`src/rtl/issue_queue.sv`:
```
// Circular-buffer issue queue: up to 4 pushes and 2 pops per cycle, with a 2-entry head window.
// Optional IQ_PERF_COUNTER_EN adds iq_full_cycles (cycles spent full while decode keeps pushing).
package issue_queue_pkg;
  typedef struct packed {
    logic [6:0] opcode;
    logic [4:0] rd;
    logic [4:0] rs1;
    logic [4:0] rs2;
    logic [9:0] imm;
  } ISSUE_QUEUE_ELEMENT;
endpackage

module iq_wr_lane #(
  parameter int AW   = 3,
  parameter int LANE = 0
) (
  input  logic [AW-1:0] tail,
  input  logic [AW:0]   push_acc,
  output logic          we,
  output logic [AW-1:0] idx
);
  assign we  = push_acc > (AW+1)'(LANE);
  assign idx = tail + AW'(LANE);
endmodule

module issue_queue
  import issue_queue_pkg::*;
#(
  parameter int DEPTH = 8
) (
  input  logic                     clk,
  input  logic                     rst,
  input  ISSUE_QUEUE_ELEMENT [3:0] issue_queue_element,
  input  logic [2:0]               issue_queue_push_number,
  output logic [2:0]               iq_size_left,
  input  logic                     flush,
  output ISSUE_QUEUE_ELEMENT [1:0] head_element,
  output logic [1:0]               head_valid,
  input  logic [1:0]               issue_pop_number,
  output logic                     push_overflow,
  output logic                     pop_underflow
`ifdef IQ_PERF_COUNTER_EN
  ,
  output logic [31:0]              iq_full_cycles
`endif
);
  localparam int AW = $clog2(DEPTH);
  localparam logic [AW:0] DEPTH_W = (AW+1)'(DEPTH);

  logic [AW-1:0] head, tail;
  logic [AW:0]   count, free, push_req, pop_req, push_acc, pop_acc;
  logic [3:0]    we;
  logic [3:0][AW-1:0] widx;
  ISSUE_QUEUE_ELEMENT mem [DEPTH];

  // Push requests above 4 are clamped to the 4 available decode slots.
  assign free     = DEPTH_W - count;
  assign push_req = (AW+1)'(issue_queue_push_number > 3'd4 ? 3'd4 : issue_queue_push_number);
  assign pop_req  = (AW+1)'(issue_pop_number);
  assign push_acc = (push_req > free)  ? free  : push_req;
  assign pop_acc  = (pop_req  > count) ? count : pop_req;

  assign iq_size_left  = (free >= (AW+1)'(4)) ? 3'd4 : free[2:0];
  assign head_valid    = {count >= (AW+1)'(2), count >= (AW+1)'(1)};
  assign push_overflow = !rst && !flush && (push_req > free);
  assign pop_underflow = !rst && !flush && (pop_req > count);

  assign head_element[0] = mem[head];
  assign head_element[1] = mem[head + AW'(1)];

  for (genvar k = 0; k < 4; k++) begin : g_lane
    iq_wr_lane #(.AW(AW), .LANE(k)) u_lane (
      .tail     (tail),
      .push_acc (push_acc),
      .we       (we[k]),
      .idx      (widx[k])
    );
  end

  always_ff @(posedge clk) begin
    for (int k = 0; k < 4; k++)
      if (!rst && !flush && we[k]) mem[widx[k]] <= issue_queue_element[k];
  end

  always_ff @(posedge clk) begin
    if (rst || flush) begin
      head  <= '0;
      tail  <= '0;
      count <= '0;
    end else begin
      head  <= head + pop_acc[AW-1:0];
      tail  <= tail + push_acc[AW-1:0];
      count <= count + push_acc - pop_acc;
    end
  end

`ifdef IQ_PERF_COUNTER_EN
  // Not cleared by flush: measures decode stalls over the whole run.
  always_ff @(posedge clk) begin
    if (rst)
      iq_full_cycles <= '0;
    else if (count == DEPTH_W && issue_queue_push_number != 3'd0 && iq_full_cycles != '1)
      iq_full_cycles <= iq_full_cycles + 32'd1;
  end
`endif
endmodule

```
`config.mk`:
```
export PLATFORM = sky130hd
export DESIGN_NAME = issue_queue
export DESIGN_NICKNAME = d
export VERILOG_FILES = /design/src/rtl/issue_queue.sv
export SDC_FILE = /design/constraint.sdc
export NUM_CORES = 1
export LEC_CHECK = 0
export BUFFER_PORTS_ARGS = -buffer_cell sky130_fd_sc_hd__buf_2
export CORE_ASPECT_RATIO = 0.7
export CORE_MARGIN = 4
export CORE_UTILIZATION = 55
export CTS_CLUSTER_SIZE = 20
export DETAILED_ROUTE_END_ITERATION = 8
export PLACE_DENSITY = 0.79
export SYNTH_ARGS = -nofsm -noshare
export SYNTH_HDL_FRONTEND = slang
export SYNTH_SLANG_ARGS = --single-unit
```
`constraint.sdc`:
```
create_clock -name clk -period 17.37 [get_ports clk]
set_input_delay 3.474 -clock clk [delete_from_list [all_inputs] [get_ports clk]]
set_output_delay 3.474 -clock clk [all_outputs]
set_load 0.03 [all_outputs]
```
**After elaboration in Yosys (flattened, before gate mapping)**

Memory sizes are Yosys's and may differ from the RTL's. A register that Yosys moved wholly into a read port is not among the register bits.
Cells that the tools add are included.

- Multipliers: 0
- Equality and inequality tests: 0
- Reduce and logical (&&, ||, !) cells: 10
- Shift operators: 0
- Muxes and demuxes: 13
- Div/mod/pow operators: 0
- Bitwise gates (word level): 0
- $add $sub $neg: 9
- $lt $le $gt $ge: 10

Operators by type and width:

| operator | count |
|---|---|
| $mux 3 | 3 |
| $gt 4x1->1 const B | 2 |
| $gt 4x2->1 const B | 2 |
| $mux 1 | 8 |
| $mux 4 | 2 |
| $logic_and 1x1->1 | 7 |
| $add 3x1->3 const B | 2 |
| $add 3x2->3 const B | 2 |
| $add 3x3->3 | 2 |
| $add 4x4->4 | 1 |
| $ge 4x1->1 const B | 1 |
| $ge 4x2->1 const B | 1 |
| $ge 4x3->1 const B | 1 |
| $gt 2x4->1 | 1 |
| $gt 3x4->1 | 1 |
| $sub 4x4->4 | 1 |
| $sub 4x4->4 const A | 1 |
| $gt 3x3->1 const B | 1 |
| $logic_not 1->1 | 2 |
| $logic_or 1x1->1 | 1 |

- Input port bits: 136
- Memories: 1
- Word-level logic and storage cells: 46
- Latch bits: 0
- Output and inout port bits: 71
- Bits in read-only memories: 0
- Memory bits (writable): 256
- Register bits: 10

Memory list:

| name | depth | width | read ports | clocked after Yosys merged registers in | wr ports | line | source |
|---|---|---|---|---|---|---|---|
| mem | 8 | 32 | 2 | 1 | 4 | 54 | `ISSUE_QUEUE_ELEMENT mem [DEPTH];` |

**Logic depth before layout (Yosys ltp)**

Gate-level depths: netlist of the first run.

- Depth after elaboration: 8
- Gate-level depth with buffers: 15
- Gate-level depth less buffers: 15

**By module**

From an unflattened synthesis of the first run, not the netlist that was laid out.

- Cell total of the unflattened synthesis: 2448
- Area, all modules: 21033.9 um^2

Modules (own cells, without submodules):

| module | sequential area each (um^2) | cells an instance | times used | area an instance (um^2) |
|---|---|---|---|---|
| issue_queue | 7887.6 | 2430 | 1 | 20905.0 |
| iq_wr_lane at g_lane[3].u_lane | 0.0 | 6 | 1 | 38.8 |
| iq_wr_lane at g_lane[1].u_lane | 0.0 | 4 | 1 | 31.3 |
| iq_wr_lane at g_lane[0].u_lane | 0.0 | 4 | 1 | 30.0 |
| iq_wr_lane at g_lane[2].u_lane | 0.0 | 4 | 1 | 28.8 |

**Worst setup path before layout of the first run**

Ideal clock, no wire load.

- Path type: input to register
- Start: in issue_queue_push_number[2]
- End: mem mem[1][0] (netlist bit), enable pin
- Library setup time: 0.533 ns
- Data required time: 16.837 ns
- Stages on the path: 10
- Data arrival time: 9.105 ns
- Slack: 7.731 ns
- Path through: clkbuf_1 nor2b_1 ha_1 nor2b_1 o21ai_1 a211o_1 mux2_2 o31ai_1 nand3_1 o311ai_0

RTL lines:

| what | line | source |
|---|---|---|
| start, declared | 34 | `input logic [2:0] issue_queue_push_number,` |
| end, declared | 54 |  |

**Worst setup path after layout of the first run**

- Start: in issue_queue_push_number[2]
- End: out push_overflow

- Cells in the longest elaborated chain, start to end: 4

RTL lines:

| what | line | source |
|---|---|---|
| $gt 3x3->1 | 58 | `assign push_req = (AW+1)'(issue_queue_push_number > 3'd4 ? 3'd4 : issue_queue_push_number);` |
| $mux 3 * | 58 |  |
| $gt 3x4->1 * | 65 | `assign push_overflow = !rst && !flush && (push_req > free);` |
| $logic_and 1x1->1 * | 65 |  |
| end, declared | 40 | `output logic push_overflow,` |

Mark *: on every way between the ends. The rest lies on a longest branch, timed or not.

==> results of run 1 <==
report_power, final:
part | switching (uW) | internal (uW) | leakage (uW)
registers | 68.0 | 845 | 0.00241
clock network | 275 | 363 | 0.000474
logic | 811 | 508 | 0.00460
total | 1150 | 1720 | 0.00749
cells by family (layout without fill, tap and decap cells):
kind of cell               after synthesis  after routing
xor gates and xnor gates                14             14
buffers and inverters                  300            364
DFF                                    266            266
adders and majority gates               21             21
and+or+nand+nor                        347            347
muxes                                  450            450
AOI/OAI and AO/OA                      297            297
other                                    0              4
path summary, 6_finish.rpt:
kind	startpoint	slack [ns]	end
setup / recovery	issue_queue_push_number[2]	8.72	push_overflow
setup reg to reg	count[0]$_SDFF_PN0_	11.69	mem[2][20]$_DFFE_PP_
hold / removal	tail[0]$_SDFF_PN0_	0.79	tail[0]$_SDFF_PN0_
hold reg to reg	tail[0]$_SDFF_PN0_	0.79	tail[0]$_SDFF_PN0_
per-layer routing:
metal / track usage / part of all wire / up-vias
met5: 0 / 0.00045 / -
met4: 0.166 / 0.052 / 2
met3: 0.0991 / 0.15 / 328
met2: 0.533 / 0.44 / 1479
met1: 0.460 / 0.36 / 8401
li1: - / - / 6804
worst max-delay path, stage by stage:
cell                      delay, ns
sky130_fd_sc_hd__buf_2         0.17
sky130_fd_sc_hd__nor2b_1       0.22
sky130_fd_sc_hd__ha_1          0.28
sky130_fd_sc_hd__nor2b_1       0.13
sky130_fd_sc_hd__o21ai_1       0.29
sky130_fd_sc_hd__a211o_1       0.34
sky130_fd_sc_hd__nor2_1        0.08
sky130_fd_sc_hd__buf_2         0.19
cell type report:
type / instances / area [um^2]
flip-flops and latches: 266 / 7900
clock buffers: 30 / 729
inverters: 55 / 206
clock inverters: 23 / 218
repair buffers: 256 / 1410
diodes: 4 / 10.0
well taps: 488 / 611
multi-input cells: 1129 / 12100
fillers: 2854 / 14400
state kept, by name (all words and copies together) (netlist names):
register	flops
mem	256
tail	3
head	3
count	4
metrics by stage:
step / std cells / area [um^2] / setup WS (ns)
after global routing: 2251 / 23200 / 8.59
after detailed placement: 2194 / 22200 / 8.74
after floorplan: 1695 / 21100 / 7.73
final: 2251 / 23200 / 8.72
after global placement: 2194 / 22200 / 8.85
after CTS: 2247 / 23200 / 8.74
cells in the final DEF (no fill, tap or decap), types with 8 or more instances in the layout:
cell and n:
sky130_fd_sc_hd__a21boi_4 8, sky130_fd_sc_hd__nor3_4 8, sky130_fd_sc_hd__nor2_1 278, sky130_fd_sc_hd__buf_4 50, sky130_fd_sc_hd__a221oi_1 53, sky130_fd_sc_hd__o211ai_1 8
sky130_fd_sc_hd__clkbuf_16 29, sky130_fd_sc_hd__nand2_1 13, sky130_fd_sc_hd__buf_2 206, sky130_fd_sc_hd__ha_1 17, sky130_fd_sc_hd__a221oi_2 203, sky130_fd_sc_hd__mux2i_1 257
sky130_fd_sc_hd__mux4_2 128, sky130_fd_sc_hd__edfxtp_1 256, sky130_fd_sc_hd__inv_1 55, sky130_fd_sc_hd__clkinv_2 9, sky130_fd_sc_hd__mux2_2 65, sky130_fd_sc_hd__or3_1 9
==> results summary, run 1 <==
In the synthesized netlist, the number of instances is 1695. Synthesis instantiated 53 different standard cells from the library. The clock period minus worst slack came out at 8.65 ns. The number of nets in the final layout came out at 1894. The routed length per instance is 32.9 um.

The flow ran to the end, and the final reports show no timing, DRC or antenna violations. The number of nets handed over by synthesis was 1852. The mean number of vias per cell is 7.56. The most numerous cell in the Yosys netlist is sky130_fd_sc_hd__nor2_1. The first detailed-routing pass took 6 iterations. The initial utilization of the core area, before any placement, comes to 0.562. The leading area contributor after synthesis is sky130_fd_sc_hd__edfxtp_1.

The global-route congestion overflow total is 0. The number of global-route vias before repair came out at 17600. Counting the buffers created by CTS gives 29. The share of layout cells above drive strength 1 is 0.417. Timing would allow up to 0.116 GHz. STA classifies the critical path startpoint as an input port. The maximum fanout along the worst path is 11.

Summing every instance area after synthesis gives 21100 um^2. The share of the synthesized area in compound gates (AO/OA/AOI/OAI) is 0.181. For the pin with the worst max-slew slack, the measured transition is 1.19 ns. The setup path with the least slack is of type in -> out. The simple-gate portion of the synthesized area is 0.0721. Max-cap violations in this run came to 0.

In the synthesized netlist the dominant register cell turns out to be sky130_fd_sc_hd__edfxtp_1. The number of setup violations in the final report is 0. The overall power after layout is 2870 uW. Yosys mapped a number of flops with a built-in enable equal to 256.

The number of pins with negative max-slew slack in the final report came out at 0. The final RePlAce weighted congestion came out at 0.860. Setup repair after global routing left no endpoint under its margin. The number of buffers added to fix hold violations after cts is 0. The area fraction of the dominant cell type after synthesis came out at 0.364. In the synthesized netlist the async set-or-reset flop fraction comes to 0. The height of the chip came out at 172 um.

The Yosys step of the flow raised 0 warnings. The worst path arrival time came out at 5.18 ns. The number of remaining DRC errors came out at 0. Once layout is complete, the utilization of the core stands at 0.617. The global-route wire length before repair is 110000 um. The min-delay analysis places its worst path in the category reg -> reg. The worst hold slack after final layout came out at 0.795 ns. VDD sags by at most 0.0800 mV.

The later pin in the worst-skew pair is clocked with a latency of 0.59 ns. The count of cells along the worst hold path is 2. In this run the number of H-tree levels came out at 1. The number of gates resized after CTS was 0. The detailed-route via count came out at 17000. The total of buffers placed on input and output ports came out at 206.

From synthesis to final layout, the design area changed by 9.80%. Counting instances in the post-synthesis netlist gives the leading cell types as 286 x sky130_fd_sc_hd__nor2_1, 257 x sky130_fd_sc_hd__mux2i_1, 256 x sky130_fd_sc_hd__edfxtp_1, 203 x sky130_fd_sc_hd__a221oi_2, 128 x sky130_fd_sc_hd__mux4_2. The core box area is 37600 um^2.

The number of cell rows is 59. The area of the die came out at 41700 um^2. The final-report hold violation count came out at 0. The tree built by TritonCTS fans out to 266 sinks. The synthesized-area fraction occupied by adder cells is 0.0135. The required time at the endpoint of the critical path came out at 13.90 ns. Headroom to the max-slew limit came out at 0.202.

The post-synthesis share of cell area spent on xor and xnor gates is 0.00580. Clock-pin slew was measured on the worst setup and hold paths at 0.06 ns. For this design the top-level I/O count stands at 207. The worst setup path is captured at an output pin. The pin count of the biggest net entering global routing came out at 54.

The width of the die came out at 242 um. The final worst-path cycle share is 0.498. On the final layout, the worst clock skew is 0.0323 ns. For the worst flop-to-flop path, the logic depth is 14.

TritonCTS built the clock tree. In this run the deepest clock path goes through 3 buffers. The sequential share of the synthesized area came out at 0.373. In this run the post-CTS setup repair buffer count came out at 0. For the final routed database, the setup TNS stands at 0 ns. The number of antenna violations at the first check in global routing was 4. The number of violations reported at the end of detailed-routing iteration 0 came out at 2420. In this run the power density over the cells is 124 nW/um^2. The leakage dissipation came out at 0.00749 uW. Detailed placement ended at an HPWL of 44300 um. For this run, the total global-route usage over all layers was measured as 0.347.

The clock root buffer is sky130_fd_sc_hd__clkbuf_16. Ranked by total cell area, the synthesized netlist is headed by sky130_fd_sc_hd__edfxtp_1 36%, sky130_fd_sc_hd__a221oi_2 14%, sky130_fd_sc_hd__mux4_2 14%. Dividing the synthesized area by the synthesized cell count gives 12.5 um^2. The total routed wirelength is 74100 um. The number of synthesized register bits came out at 266. The largest family of logic cells by synthesized area is multiplexers. Once detail routing completed, the nets flagged for antenna violations numbered 0.

The portion of netlist area occupied by mux cells came out at 0.293.
Note: power is estimated with default switching activity, not from simulation.
==> run 2, diff against run 1 <==
Clock period 17.37 ns to 8 ns, I/O delays scaled along.
==> run 2 against run 1 <==
  * Register-to-register slack got worse by 8.9 ns
  * Cell count grew 0.36%
  * Clock-buffer cell count increased by 2
  * Critical path depth decreased by 3
  * Utilization about the same
  * Clock power up 110%
  * First-iteration DRC count up 10%
  * Sequential share of layout area about the same
==> results summary, run 2 (synthesis gave the netlist of run 1 again) <==
The TritonCTS clock tree is yes. The worst slew margin relative to its limit came out at 0.0925 (-0.109). The number of antenna violations at the first check in global routing came out at 6 (+2). The count of cells along the worst hold path is 2 (unchanged).

In this run the critical register-to-register path is captured at mem[0][11]$_DFFE_PP_. The slowest stage of the critical path belongs to the cell sky130_fd_sc_hd__ha_4. The post-detailed-placement cell area is 22300 um^2 (+0.24%). The number of remaining DRC errors is 0 (unchanged). The stage delay of the slowest cell on the critical path is 0.98 ns (+0.64 ns). The number of setup violations in the final report is 0 (unchanged). The total of buffers placed on input and output ports came out at 206 (unchanged). The detailed-route via count is 17000 (-0.088%). The total routed wirelength is 73800 um (-0.47%).

The pin count of the biggest net entering global routing is 54 (unchanged). The growth of design area from synthesis to finish came out at 9.85% (about the same). The detailed-route wire length on metal 1 is 26900 um (+1.1%).

The total power density per cell area came out at 267 nW/um^2 (+120%). The core box area is 37600 um^2 (unchanged). The worst hold slack after final layout came to 0.798 ns (+0.00337 ns). The maximum fanout along the worst path is 47 (+36). The overall power after layout came to 6200 uW (+120%). The worst path arrival time came out at 4.03 ns (-1.15 ns). The slew at the pin closest to its max-slew limit is 1.36 ns (+0.165 ns). STA classifies the critical path startpoint as a flop.

The height of the chip is 172 um (unchanged). The highest layer touched by signal routing is met5. The startpoint of the lowest-slack hold path is tail[0]$_SDFF_PN0_.

The final-report hold violation count is 0 (unchanged). The number of buffers and inverters on the critical path is 2 (unchanged). The share of layout cells above drive strength 1 came out at 0.418 (+0.00151). The global-route wire length before repair was 111000 um (+0.74%). The library cells used most frequently in the layout, excluding fill and tap cells, are 278 x sky130_fd_sc_hd__nor2_1, 257 x sky130_fd_sc_hd__mux2i_1, 256 x sky130_fd_sc_hd__edfxtp_1. The mean number of vias per cell came to 7.53 (-0.44%).

STA classifies the critical path endpoint as an output pin. The final-layout setup total negative slack is 0 ns (unchanged). The number of violations reported at the end of detailed-routing iteration 0 came to 2663 (+10%). The area of the die is 41700 um^2 (unchanged). Setup repair after global routing left no endpoint under its margin.

The logic depth of the worst setup path including buffers came out at 5 (-3). The largest buffer count on any clock path is 3 (unchanged). The required time at the endpoint of the critical path is 6.40 ns (-7.50 ns). The width of the die is 242 um (unchanged).

The number of nets in the final layout came out at 1901 (+0.37%). The routed wire length on met3 is 11700 um (+7.3%). The worst IR drop on VDD is 0.223 mV (+180%). The startpoint of the worst-slack reg-to-reg timing path is count[0]$_SDFF_PN0_.

The length of routed met2 wiring is 31800 um (-2.5%). The clock latency on the worst-skew pair was 0.58 ns (about the same). The leakage dissipation is 0.00749 uW (about the same). The fmax is 0.178 GHz. The routed length per instance came out at 32.6 um (-0.82%). The number of I/O pins is 207 (unchanged). For hold timing, the worst endpoint is tail[0]$_SDFF_PN0_. Dividing the final minimum period by the clock period gives 0.703.

The number of iterations in the first detailed-routing pass came out at 6 (unchanged). The flip-flop count of the largest register after layout is 256 (unchanged). The number of buffers added to fix hold violations after cts came to 0 (unchanged). The cell area after layout came out at 23200 um^2 (about the same). The final RePlAce weighted congestion came out at 0.934 (+8.6%).

The largest clock skew in the final design came to 0.0112 ns (-0.0210 ns). Traced cell by cell, the critical path runs through ha_4 > buf_4 > mux4_2 > mux2_2 > buf_2. The initial standard-cell utilization of the core is 0.562 (unchanged). The number of levels in the clock H-tree is 1 (unchanged).

The clock-pin slew on the worst setup and hold paths is 0.07 ns (about the same). The flow ran to the end, and the final reports show no timing, DRC or antenna violations. The number of max-cap violations is 0 (unchanged). The register-to-register path setup slack is 2.82 ns (-8.87 ns).

The placed wire-length estimate came to 46600 um (+5.0%). The number of pins with negative max-slew slack in the final report is 0 (unchanged). The type of the most critical hold path is reg -> reg. The overall routing resource usage is 0.347 (about the same).

The number of nets with antenna violations after routing is 0 (unchanged). Grouping stages by cell kind, the critical path spends the most delay in adder cells. The global-route congestion overflow total came out at 0 (unchanged). The worst setup path is of the reg -> out kind. The post-cts repair resize count came out at 0 (unchanged).

The clock root buffer is sky130_fd_sc_hd__clkbuf_16. The number of cell rows came out at 59 (unchanged). The post-route core utilization is 0.618 (about the same). The clock sink total is 266 (unchanged). The number of cells on the worst reg-to-reg path is 12 (-2). The library cell used most frequently in the layout, excluding fill and tap cells, is sky130_fd_sc_hd__nor2_1. The number of global-route vias before repair is 17300 (-1.7%).

The TritonCTS buffer count is 29 (unchanged). The clock period minus worst slack is 5.63 ns. The buffers inserted during post-CTS setup optimization is 0 (unchanged).
## run 2: worst max path at each step
stage	start	end	slack (ns)
2_1_floorplan	issue_queue_push_number[2]	mem[1][0]$_DFFE_PP_	0.24
3_3_place_gp	issue_queue_push_number[2]	mem[7][13]$_DFFE_PP_	2.48
3_5_place_dp	issue_queue_push_number[2]	mem[0][11]$_DFFE_PP_	2.28
4_1_cts	head[0]$_SDFF_PN0_	head_element[49]	2.29
5_1_grt	head[0]$_SDFF_PN0_	head_element[49]	2.09
6_report	head[0]$_SDFF_PN0_	head_element[49]	2.37
## run 2: cell type report
| class | instances | area, um^2 |
|---|---|---|
| Timing Repair Buffer | 263 | 1460 |
| Inverter | 55 | 206 |
| Fill cell | 2862 | 14400 |
| Clock buffer | 32 | 737 |
| Tap cell | 488 | 611 |
| Antenna cell | 4 | 10.0 |
| Sequential cell | 266 | 7900 |
| Clock inverter | 22 | 169 |
| Multi-Input combinational cell | 1129 | 12100 |
## run 2: per-layer routing
layer | vias up | track usage
met1 | 8325 | 0.475
li1 | 6828 | -
met2 | 1564 | 0.522
met3 | 278 | 0.111
met5 | - | 0.00679
met4 | 4 | 0.134
## run 2: tightest hold or removal path, delay by kind of cell, from the launching register on
family / cells / cell delay (ns)
adder cells (fa/ha/maj): 1 / 0.18
flip-flops: 1 / 0.48
AND/OR/NAND/NOR: 1 / 0.10
## run 2: power by group
part	leakage (uW)	switching [uW]	internal, uW
Sequential	0.00241	156	1830
Combinational	0.00464	1750	1110
Clock	0.000437	613	728
Total	0.00749	2520	3670
## run 2: stage by stage
stage,setup WS [ns],std cells
6_report,2.37,2259
3_5_place_dp,2.28,2201
5_1_grt,2.09,2259
3_3_place_gp,2.48,2201
2_1_floorplan,0.235,1695
4_1_cts,2.29,2255
